**config.mk**
```make
export PLATFORM = sky130hd
export DESIGN_NAME = mem_request_unit
export DESIGN_NICKNAME = d
export VERILOG_FILES = /design/src/rtl/mem_pkg.sv /design/src/rtl/bus_timeout_counter.sv /design/src/rtl/mem_request_unit.sv
export SDC_FILE = /design/constraint.sdc
export NUM_CORES = 1
export LEC_CHECK = 0
export BUFFER_PORTS_ARGS = -buffer_cell sky130_fd_sc_hd__clkbuf_2
export CAP_MARGIN = 20
export CORE_UTILIZATION = 35
export CTS_CLUSTER_DIAMETER = 100
export CTS_CLUSTER_SIZE = 28
export DETAILED_ROUTE_END_ITERATION = 6
export GPL_ROUTABILITY_DRIVEN = 0
export GPL_TIMING_DRIVEN = 0
export PLACE_DENSITY = 0.67
export REMOVE_ABC_BUFFERS = 1
export SLEW_MARGIN = 20
export SYNTH_ARGS = -nofsm -noshare
export SYNTH_HDL_FRONTEND = slang
export SYNTH_SLANG_ARGS = --single-unit
```
**constraint.sdc**
```tcl
create_clock -name clk -period 2.1 [get_ports clk]
set_clock_uncertainty 0.15 [all_clocks]
set_input_delay 0.525 -clock clk [delete_from_list [all_inputs] [get_ports clk]]
set_output_delay 0.525 -clock clk [all_outputs]
set_load 0.01 [all_outputs]
```
**src/rtl/mem_pkg.sv**
```systemverilog
// Shared types for the memory request unit: FSM states, bus op and full byte-enable mask.
package mem_pkg;

   typedef enum logic [1:0] {
      IDLE      = 2'd0,
      DATA_ACC  = 2'd1,
      FETCH_ACC = 2'd2,
      RESP      = 2'd3
   } state_t;

   typedef enum logic {
      OP_READ  = 1'b0,
      OP_WRITE = 1'b1
   } op_t;

   localparam logic [3:0] BE_FULL = 4'hF;

endpackage

```
**src/rtl/bus_timeout_counter.sv**
```systemverilog
// Purpose: counts bus wait cycles and flags when the wait budget is spent.
// Latency: expired is combinational from the registered count (TIMEOUT_CYCLES-1 enabled edges).
// Backpressure: none; holds at the expired value until cleared.
module bus_timeout_counter #(
   parameter int TIMEOUT_CYCLES = 16
) (
   input  logic clk,
   input  logic rst,
   input  logic clear,
   input  logic enable,
   output logic expired
);

   localparam int CNT_W = $clog2(TIMEOUT_CYCLES);
   localparam logic [CNT_W-1:0] LAST = CNT_W'(TIMEOUT_CYCLES - 1);

   logic [CNT_W-1:0] count;

   always_ff @(posedge clk) begin
      if (!rst || clear) begin
         count <= '0;
      end else if (enable && !expired) begin
         count <= count + CNT_W'(1);
      end
   end

   assign expired = (count == LAST);

endmodule

```
**src/rtl/mem_request_unit.sv**
```systemverilog
// Purpose: arbitrates core fetch/load/store onto a single-outstanding memory bus; optional
// Latency: min 2 cycles request-to-valid (1 on a fetch-buffer hit, MEM_REQ_FETCH_BUF_EN).
// Backpressure: bus_ready stalls the transaction, cpu_busy stalls the core; timeout aborts.
module mem_request_unit
   import mem_pkg::*;
#(
   parameter int ADDR_W         = 32,
   parameter int DATA_W         = 32,
   parameter int TIMEOUT_CYCLES = 16
) (
   input  logic              clk,
   input  logic              rst,
   input  logic              instr_req,
   input  logic [ADDR_W-1:0] instr_addr,
   input  logic              data_read_req,
   input  logic              data_write_req,
   input  logic [ADDR_W-1:0] data_addr,
   input  logic [DATA_W-1:0] data_wdata,
   input  logic [3:0]        data_be,
   input  logic [DATA_W-1:0] bus_rdata,
   input  logic              bus_ready,
   output logic [DATA_W-1:0] instr_rdata,
   output logic              instr_valid,
   output logic [DATA_W-1:0] data_rdata,
   output logic              data_valid,
   output logic              cpu_busy,
   output logic [ADDR_W-1:0] bus_addr,
   output logic [DATA_W-1:0] bus_wdata,
   output logic [3:0]        bus_be,
   output logic              bus_read,
   output logic              bus_write,
   output logic              bus_error
);

   state_t state;
   op_t    op;
   logic   in_acc;
   logic   tmo_expired;
   logic   data_req;
   logic   fetch_hit;

   assign in_acc   = (state == DATA_ACC) || (state == FETCH_ACC);
   assign data_req = data_read_req || data_write_req;

   bus_timeout_counter #(
      .TIMEOUT_CYCLES(TIMEOUT_CYCLES)
   ) u_tmo (
      .clk    (clk),
      .rst    (rst),
      .clear  (!in_acc),
      .enable (in_acc && !bus_ready),
      .expired(tmo_expired)
   );

`ifdef MEM_REQ_FETCH_BUF_EN
   logic              buf_vld;
   logic [ADDR_W-1:0] buf_tag;
   logic [DATA_W-1:0] buf_word;

   assign fetch_hit = buf_vld && (buf_tag == instr_addr);

   // Refill only on a real bus completion, never on a timeout abort.
   always_ff @(posedge clk) begin
      if (!rst) begin
         buf_vld  <= 1'b0;
         buf_tag  <= '0;
         buf_word <= '0;
      end else if (state == IDLE && data_write_req && data_addr == buf_tag) begin
         buf_vld <= 1'b0;
      end else if (state == FETCH_ACC && bus_ready) begin
         buf_vld  <= 1'b1;
         buf_tag  <= bus_addr;
         buf_word <= bus_rdata;
      end
   end
`else
   assign fetch_hit = 1'b0;
`endif

   always_ff @(posedge clk) begin
      if (!rst) begin
         state       <= IDLE;
         op          <= OP_READ;
         instr_rdata <= '0;
         instr_valid <= 1'b0;
         data_rdata  <= '0;
         data_valid  <= 1'b0;
         cpu_busy    <= 1'b0;
         bus_addr    <= '0;
         bus_wdata   <= '0;
         bus_be      <= '0;
         bus_read    <= 1'b0;
         bus_write   <= 1'b0;
         bus_error   <= 1'b0;
      end else begin
         instr_valid <= 1'b0;
         data_valid  <= 1'b0;
         bus_error   <= 1'b0;
         case (state)
            IDLE: begin
               if (data_req) begin
                  // A simultaneous read and write resolves to the write.
                  op        <= data_write_req ? OP_WRITE : OP_READ;
                  bus_addr  <= data_addr;
                  bus_wdata <= data_write_req ? data_wdata : '0;
                  bus_be    <= data_write_req ? data_be : BE_FULL;
                  bus_read  <= !data_write_req;
                  bus_write <= data_write_req;
                  cpu_busy  <= 1'b1;
                  state     <= DATA_ACC;
               end else if (instr_req && fetch_hit) begin
`ifdef MEM_REQ_FETCH_BUF_EN
                  instr_rdata <= buf_word;
`endif
                  instr_valid <= 1'b1;
                  cpu_busy    <= 1'b1;
                  state       <= RESP;
               end else if (instr_req) begin
                  op        <= OP_READ;
                  bus_addr  <= instr_addr;
                  bus_wdata <= '0;
                  bus_be    <= BE_FULL;
                  bus_read  <= 1'b1;
                  cpu_busy  <= 1'b1;
                  state     <= FETCH_ACC;
               end
            end
            DATA_ACC, FETCH_ACC: begin
               if (bus_ready || tmo_expired) begin
                  bus_read  <= 1'b0;
                  bus_write <= 1'b0;
                  bus_error <= !bus_ready;
                  state     <= RESP;
                  if (state == FETCH_ACC) begin
                     instr_valid <= 1'b1;
                     instr_rdata <= bus_ready ? bus_rdata : '0;
                  end else begin
                     data_valid <= 1'b1;
                     data_rdata <= (bus_ready && op == OP_READ) ? bus_rdata : '0;
                  end
               end
            end
            RESP: begin
               cpu_busy <= 1'b0;
               state    <= IDLE;
            end
            default: state <= IDLE;
         endcase
      end
   end

endmodule

```
==> results of run 1 <==
[logic make-up (layout without fill, tap and decap cells)]
logic type,after synthesis,after routing,synth area share
buf+inv,59,334,0.0509
flops,145,145,0.539
xor+xnor,1,1,0.00163
simple gates,159,159,0.132
fa+ha+maj,5,5,0.0116
compound gates,188,189,0.265
[cell type report]
class,count,area share
clock buffers,17,0.0555
clock inverters,15,0.0194
inverters,6,0.00327
multi-input cells,354,0.299
flip-flops and latches,145,0.379
well taps,184,0.0300
repair buffers,296,0.214
[through the flow]
| stage | hold WS, ns | instance area (sq um) | TNS [ns] | power [mW] |
|---|---|---|---|---|
| floorplan | 0.304 | 5130 | -84.54 | 5.57 |
| global placement | 0.287 | 6740 | -267.75 | 6.71 |
| detailed placement | 0.293 | 6950 | -43.23 | 7.12 |
| CTS | 0.168 | 7590 | 0 | 10.3 |
| global route | 0.169 | 7660 | -0.00693 | 10.9 |
| finish | 0.185 | 7660 | 0 | 10.3 |
[how the worst max path moves through the flow]
stage	from	to	slack, ns	cells past startpoint
floorplan	state[0]	bus_addr[21]	-1.33	5
global placement	state[0]	bus_addr[30]	-2.42	5
detailed placement	data_write_req	bus_addr[20]	-0.54	6
CTS	state[0]	instr_rdata[27]	0.02	5
global route	state[1]	data_rdata[28]	-0.007	6
finish	state[0]	data_rdata[25]	0.08	6
[power by group through the flow]
stage          Combinational, mW  Clock [mW]  Sequential [mW]
2_1_floorplan               1.56           0             4.01
4_1_cts                     3.55        3.01             3.71
5_1_grt                     4.01        3.13             3.79
3_5_place_dp                3.37           0             3.75
3_3_place_gp                2.99           0             3.72
6_report                    3.65        2.93             3.70
[critical path: cells and delay by family, from the launching register on]
family	cells	cell delay, ns
flops	1	0.35
compound gates	2	0.60
fa+ha+maj	1	0.38
buf+inv	3	0.41
[flip-flops by register name (all words and copies together), names as in the netlist, 2 cells and up]
register,flops
bus_addr,32
bus_wdata,32
data_rdata,32
instr_rdata,32
bus_be,4
u_tmo.count,4
state,2
[layer usage]
layer	wire, um	part of all wire	up-vias	track usage
met3	1550	0.095	16	0.0837
met2	7630	0.47	221	0.339
li1	-	-	2565	-
met4	274	0.017	0	0.0787
met5	0	0	-	0
met1	6860	0.42	2351	0.228
[repair_timing]
action	CTS	global route
hold buffers	0	0
setup buffers	6	6
cloned	0	1
pin swaps	4	3
gates resized for setup	5	4
endpoints found under the setup margin	112	43
[cell usage in the layout, fill, tap and decap left out, drive strengths merged]
master / instances
clkbuf: 290
dfxtp: 145
nand2: 70
a22o: 64
o21ai: 39
nor2: 39
a21oi: 37
nand3: 34
a311oi: 32
buf: 23
inv: 13
nand3b: 5
ha: 5
clkinv: 4
clkinvlp: 3
a31oi: 3
o31a: 2
a31o: 2
nor3b: 2
a2111oi: 2
or3: 2
o221a: 2
a211oi: 2
nor4b: 2
o31ai: 1
and4: 1
a21o: 1
xnor2: 1
and3: 1
nor4: 1
o21bai: 1
a32oi: 1
nor3: 1
nor2b: 1
bufinv: 1
==> flow_summary.toml, run 1 <==
[status]
status = "finished clean"

[power_and_ir_drop]
p_sw_mw = 3.62
switching_share = 0.352
peakVddDrop_uv = 777
leakage_nw = 3.48
p_per_area_nw_per_um2 = 1340
pwr-share-seq = 0.360
pwr-share-comb = 0.355
p_int_mw = 6.67
p_clk_frac = 0.285

[clock_tree]
numCtsBuffers = 17
cts_num_sinks = 145
cts_root_buf = "clkbuf_16"
h-tree-depth = 4
cts_tree = "yes"
clock_latency_ns = 0.42
clk_pin_slew_ns = 0.06
clockBufferDepth = 2

[logic_synthesis]
yosysSeqAreaShare = 0.539
synth.largest_area_cell = "dfxtp_1"
ys.flop_type = "dfxtp_1"
synth_seq_cells = 145
synthTopCellsByCount = "145 x dfxtp_1, 70 x nand2_1, 64 x a22o_1, 39 x nor2_1, 39 x o21ai_0"
async_flop_share = 0
synth_top_area_share = 0.539
yosys_warnings = 0
synth_area_leaders = "dfxtp_1 54%, a22o_1 10%, nand2_1 4.9%, o21ai_0 3.6%, a311oi_1 3.6%"
syn-mean-instance-area_sq_um = 9.67
syn_area_sq_um = 5390
synth_cell_type_count = 38
synth_edf_count = 0
synth.most_common_cell = "dfxtp_1"
syn_inst = 557

[timing]
fin_crit_sh = 0.960
slew_headroom = 0.417
worstMarginPinSlew_ns = 0.874
finalSetupViolations = 0
period_minus_slack_ns = 2.02
clock.fmax_mhz = 496
slew_viol_final = 0
setup_slack_ns = 0.0830
hold_viol = 0

[final_layout]
syn2layout_area_growth_pct = 42.3
fin_cells = 1017
nFillCells = 1395
utilization = 0.519
drive_gt1_frac = 0.426
diodes = 0
multi_input_area_sq_um = 2290
nets = 963
regArea_sq_um = 2900

[place]
dp_cells = 972
hpwl_mm = 10.7
numPortBuffers = 275
pre_cts_slack_ns = -0.540

[critical_path]
cpMostUsedCell = "inv_1"
start_kind = "flip-flop"
end_kind = "flip-flop"
path_cells = "inv_1 > ha_4 > inv_1 > o31a_4 > buf_12 > a22o_1"
critPathMaxFanout = 29
required_ns = 2.26
r2r_setup_slack_ns = 0.08
cp.arrival_ns = 2.18
slowest_delay_ns = 0.41
crit_type = "flip-flop to flip-flop"
timing.rr.start = "state[0]"
regToRegEndpoint = "data_rdata[25]"
cpMaxStageDelayCell = "o31a_4"
reg2regPathDepth = 6

[floorplan]
io_pins = 276
core_area_sq_um = 14800
die_area_sq_um = 15900
die_y_um = 126
die_x_um = 126
start_util = 0.365
rows = 44

[min_path]
min_path_cells = 2
worstHoldPathType = "input port to flip-flop"
holdCritStartpoint = "bus_rdata[18]"
holdPathEnd = "instr_rdata[18]"

[detailed_routing]
drc = 0
via_count = 5153
wirelength_mm = 16.3
vias_per_cell = 5.07
dr.pass1.iters = 4
ant_nets = 0
routedWlPerCell_um = 16.0
drt_iter0_markers = 238

[grt]
overflow = 0
grt_pass1_vias = 4843
antenna_found_initial = 0
grt_start_max_net_pins = 77
grt_pass1_wl_mm = 25.2
grt_usage = 0.202

[job]
max_cap_viol_count = 0
Power figures use the tool's default switching activity.
==> run 2, diff against run 1 <==
Settings changed: CORE_ASPECT_RATIO set to 1.1, CTS_BUF_LIST set to sky130_fd_sc_hd__clkbuf_4 sky130_fd_sc_hd__clkbuf_8, GPL_TIMING_DRIVEN 0 to unset.
==> run 2 against run 1 <==
Compared with the run above: clock-buffer cell count is the same; non-clock buffer count rose by 2; combinational power shrank 9.6%; design area fell by 3.0%; global-route usage shrank 0.73 points; setup slack improved by 0.077 ns; routed wire length is 3.7% lower; flip-flop and latch count stayed put; die area is essentially flat; critical path depth is the same; sequential share of layout area is 1.2 points higher; critical endpoint is now data_rdata[28].
==> flow_summary.toml, run 2 (same netlist as run 1, synthesis figures left out) <==
[critical_path]
start_kind = "flip-flop"
startpoint = "state[0]"
slowest_delay_ns = 0.37
path_cells = "inv_1 > ha_1 > nand2_1 > nor4b_4 > buf_12 > a22o_1"
cpMaxStageDelayCell = "ha_1"
cp.arrival_ns = 2.18
timing.rr.start = "state[0]"
crit_type = "flip-flop to flip-flop"
end_kind = "flip-flop"
critPathTopFamily = "simple AND/OR/NAND/NOR gates"
critPathMaxFanout = 32
path_buf_inv = 2
required_ns = 2.34

[place]
numPortBuffers = 275
placed_area_sq_um = 7050
hpwl_mm = 11.1

[detailed_routing]
drt_iter0_markers = 289
ant_nets = 0
wirelength_mm = 15.7
vias_per_cell = 5.03
dr.pass1.iters = 4
routedWlPerCell_um = 15.2
via_count = 5183
drc = 0

[min_path]
holdCritStartpoint = "bus_rdata[21]"
worstHoldPathType = "input port to flip-flop"

[floorplan]
core_area_sq_um = 15100
start_util = 0.358
die_area_sq_um = 15900
die_x_um = 120
io_pins = 276
die_y_um = 132
rows = 47

[power_and_ir_drop]
leakage_nw = 3.39
p_per_area_nw_per_um2 = 1240
peakVddDrop_uv = 559

[clock_tree]
clock_latency_ns = 0.44
cts_root_buf = "clkbuf_8"
numCtsBuffers = 17
postCtsSetupRepairBufs = 0
cts_num_sinks = 145
clk_pin_slew_ns = 0.09
cts_tree = "yes"
h-tree-depth = 4
holdBufCountCts = 0
cts-resized-gates = 0
clockBufferDepth = 2

[final_layout]
fin_area_sq_um = 7430
layout_common_cells = "275 x clkbuf_2, 145 x dfxtp_1, 70 x nand2_1"
diodes = 0
syn2layout_area_growth_pct = 38.0
nets = 964
layout.cells.most_common = "clkbuf_2"
drive_gt1_frac = 0.421
nFillCells = 1438

[timing]
worstMarginPinSlew_ns = 0.428
fin_tns_setup_ns = 0
slew_headroom = 0.707
slew_viol_final = 0
hold_viol = 0
fin_crit_sh = 0.924
rsz0062_at_grt = "no"
period_minus_slack_ns = 1.94
clock.fmax_mhz = 516
finalSetupViolations = 0

[grt]
grt_pass1_wl_mm = 24.4
busiest_layer = "met2"
grt_usage = 0.195
grt_use_met1 = 0.238
use_met3 = 0.0679
antenna_found_initial = 0
grt_pass1_vias = 4822
overflow = 0
met2_usage = 0.314
grt_start_max_net_pins = 69

[job]
max_cap_viol_count = 0

[status]
status = "finished clean"
-- run 2: cell types whose count changed in the layout (fill, tap and decap cells not counted), moves of 3 or more --
cell       delta
clkbuf_8     +17
buf_12        +5
buf_4         +3
clkbuf_16    -17
buf_6         -3
-- run 2: routing by layer --
metal | wire [um] | up-vias
met5 | 0 | -
met4 | 229 | 0
met3 | 1340 | 17
met2 | 7370 | 219
met1 | 6760 | 2390
li1 | - | 2557
-- run 2: final timing paths --
| path | cells after the start | to | slack (ns) |
|---|---|---|---|
| max | 6 | data_rdata[28] | 0.16 |
| min | 2 | data_rdata[21] | 0.16 |
| max reg2reg | 6 | data_rdata[28] | 0.16 |
| min reg2reg | 2 | bus_wdata[19] | 0.30 |
-- run 2: report_power, final --
part           internal [mW]  switching [mW]  total [mW]
clock network          0.974            1.19        2.16
registers               3.37           0.348        3.72
logic                   1.39            1.91        3.30
total                   5.74            3.44        9.18
-- run 2: area by class of cell --
| type | count | area [sq um] | share of cell area |
|---|---|---|---|
| clock buffer | 17 | 234 | 0.0315 |
| inverter | 6 | 22.5 | 0.00303 |
| tap | 196 | 245 | 0.0330 |
| multi-input combinational | 353 | 2230 | 0.300 |
| timing repair buffer | 298 | 1650 | 0.222 |
| clock inverter | 15 | 149 | 0.0200 |
| sequential | 145 | 2900 | 0.391 |
-- run 2: metrics by stage --
stage	power, mW	std cells	hold slack [ns]	worst slack [ns]	util
floorplan	5.57	504	0.304	-1.33	-
global placement	7.07	998	0.288	0.205	0.468
detailed placement	7.10	998	0.293	0.195	0.468
CTS	9.28	1030	0.131	0.160	0.494
global route	9.74	1030	0.130	0.00908	0.494
finish	9.18	1030	0.162	0.160	0.494
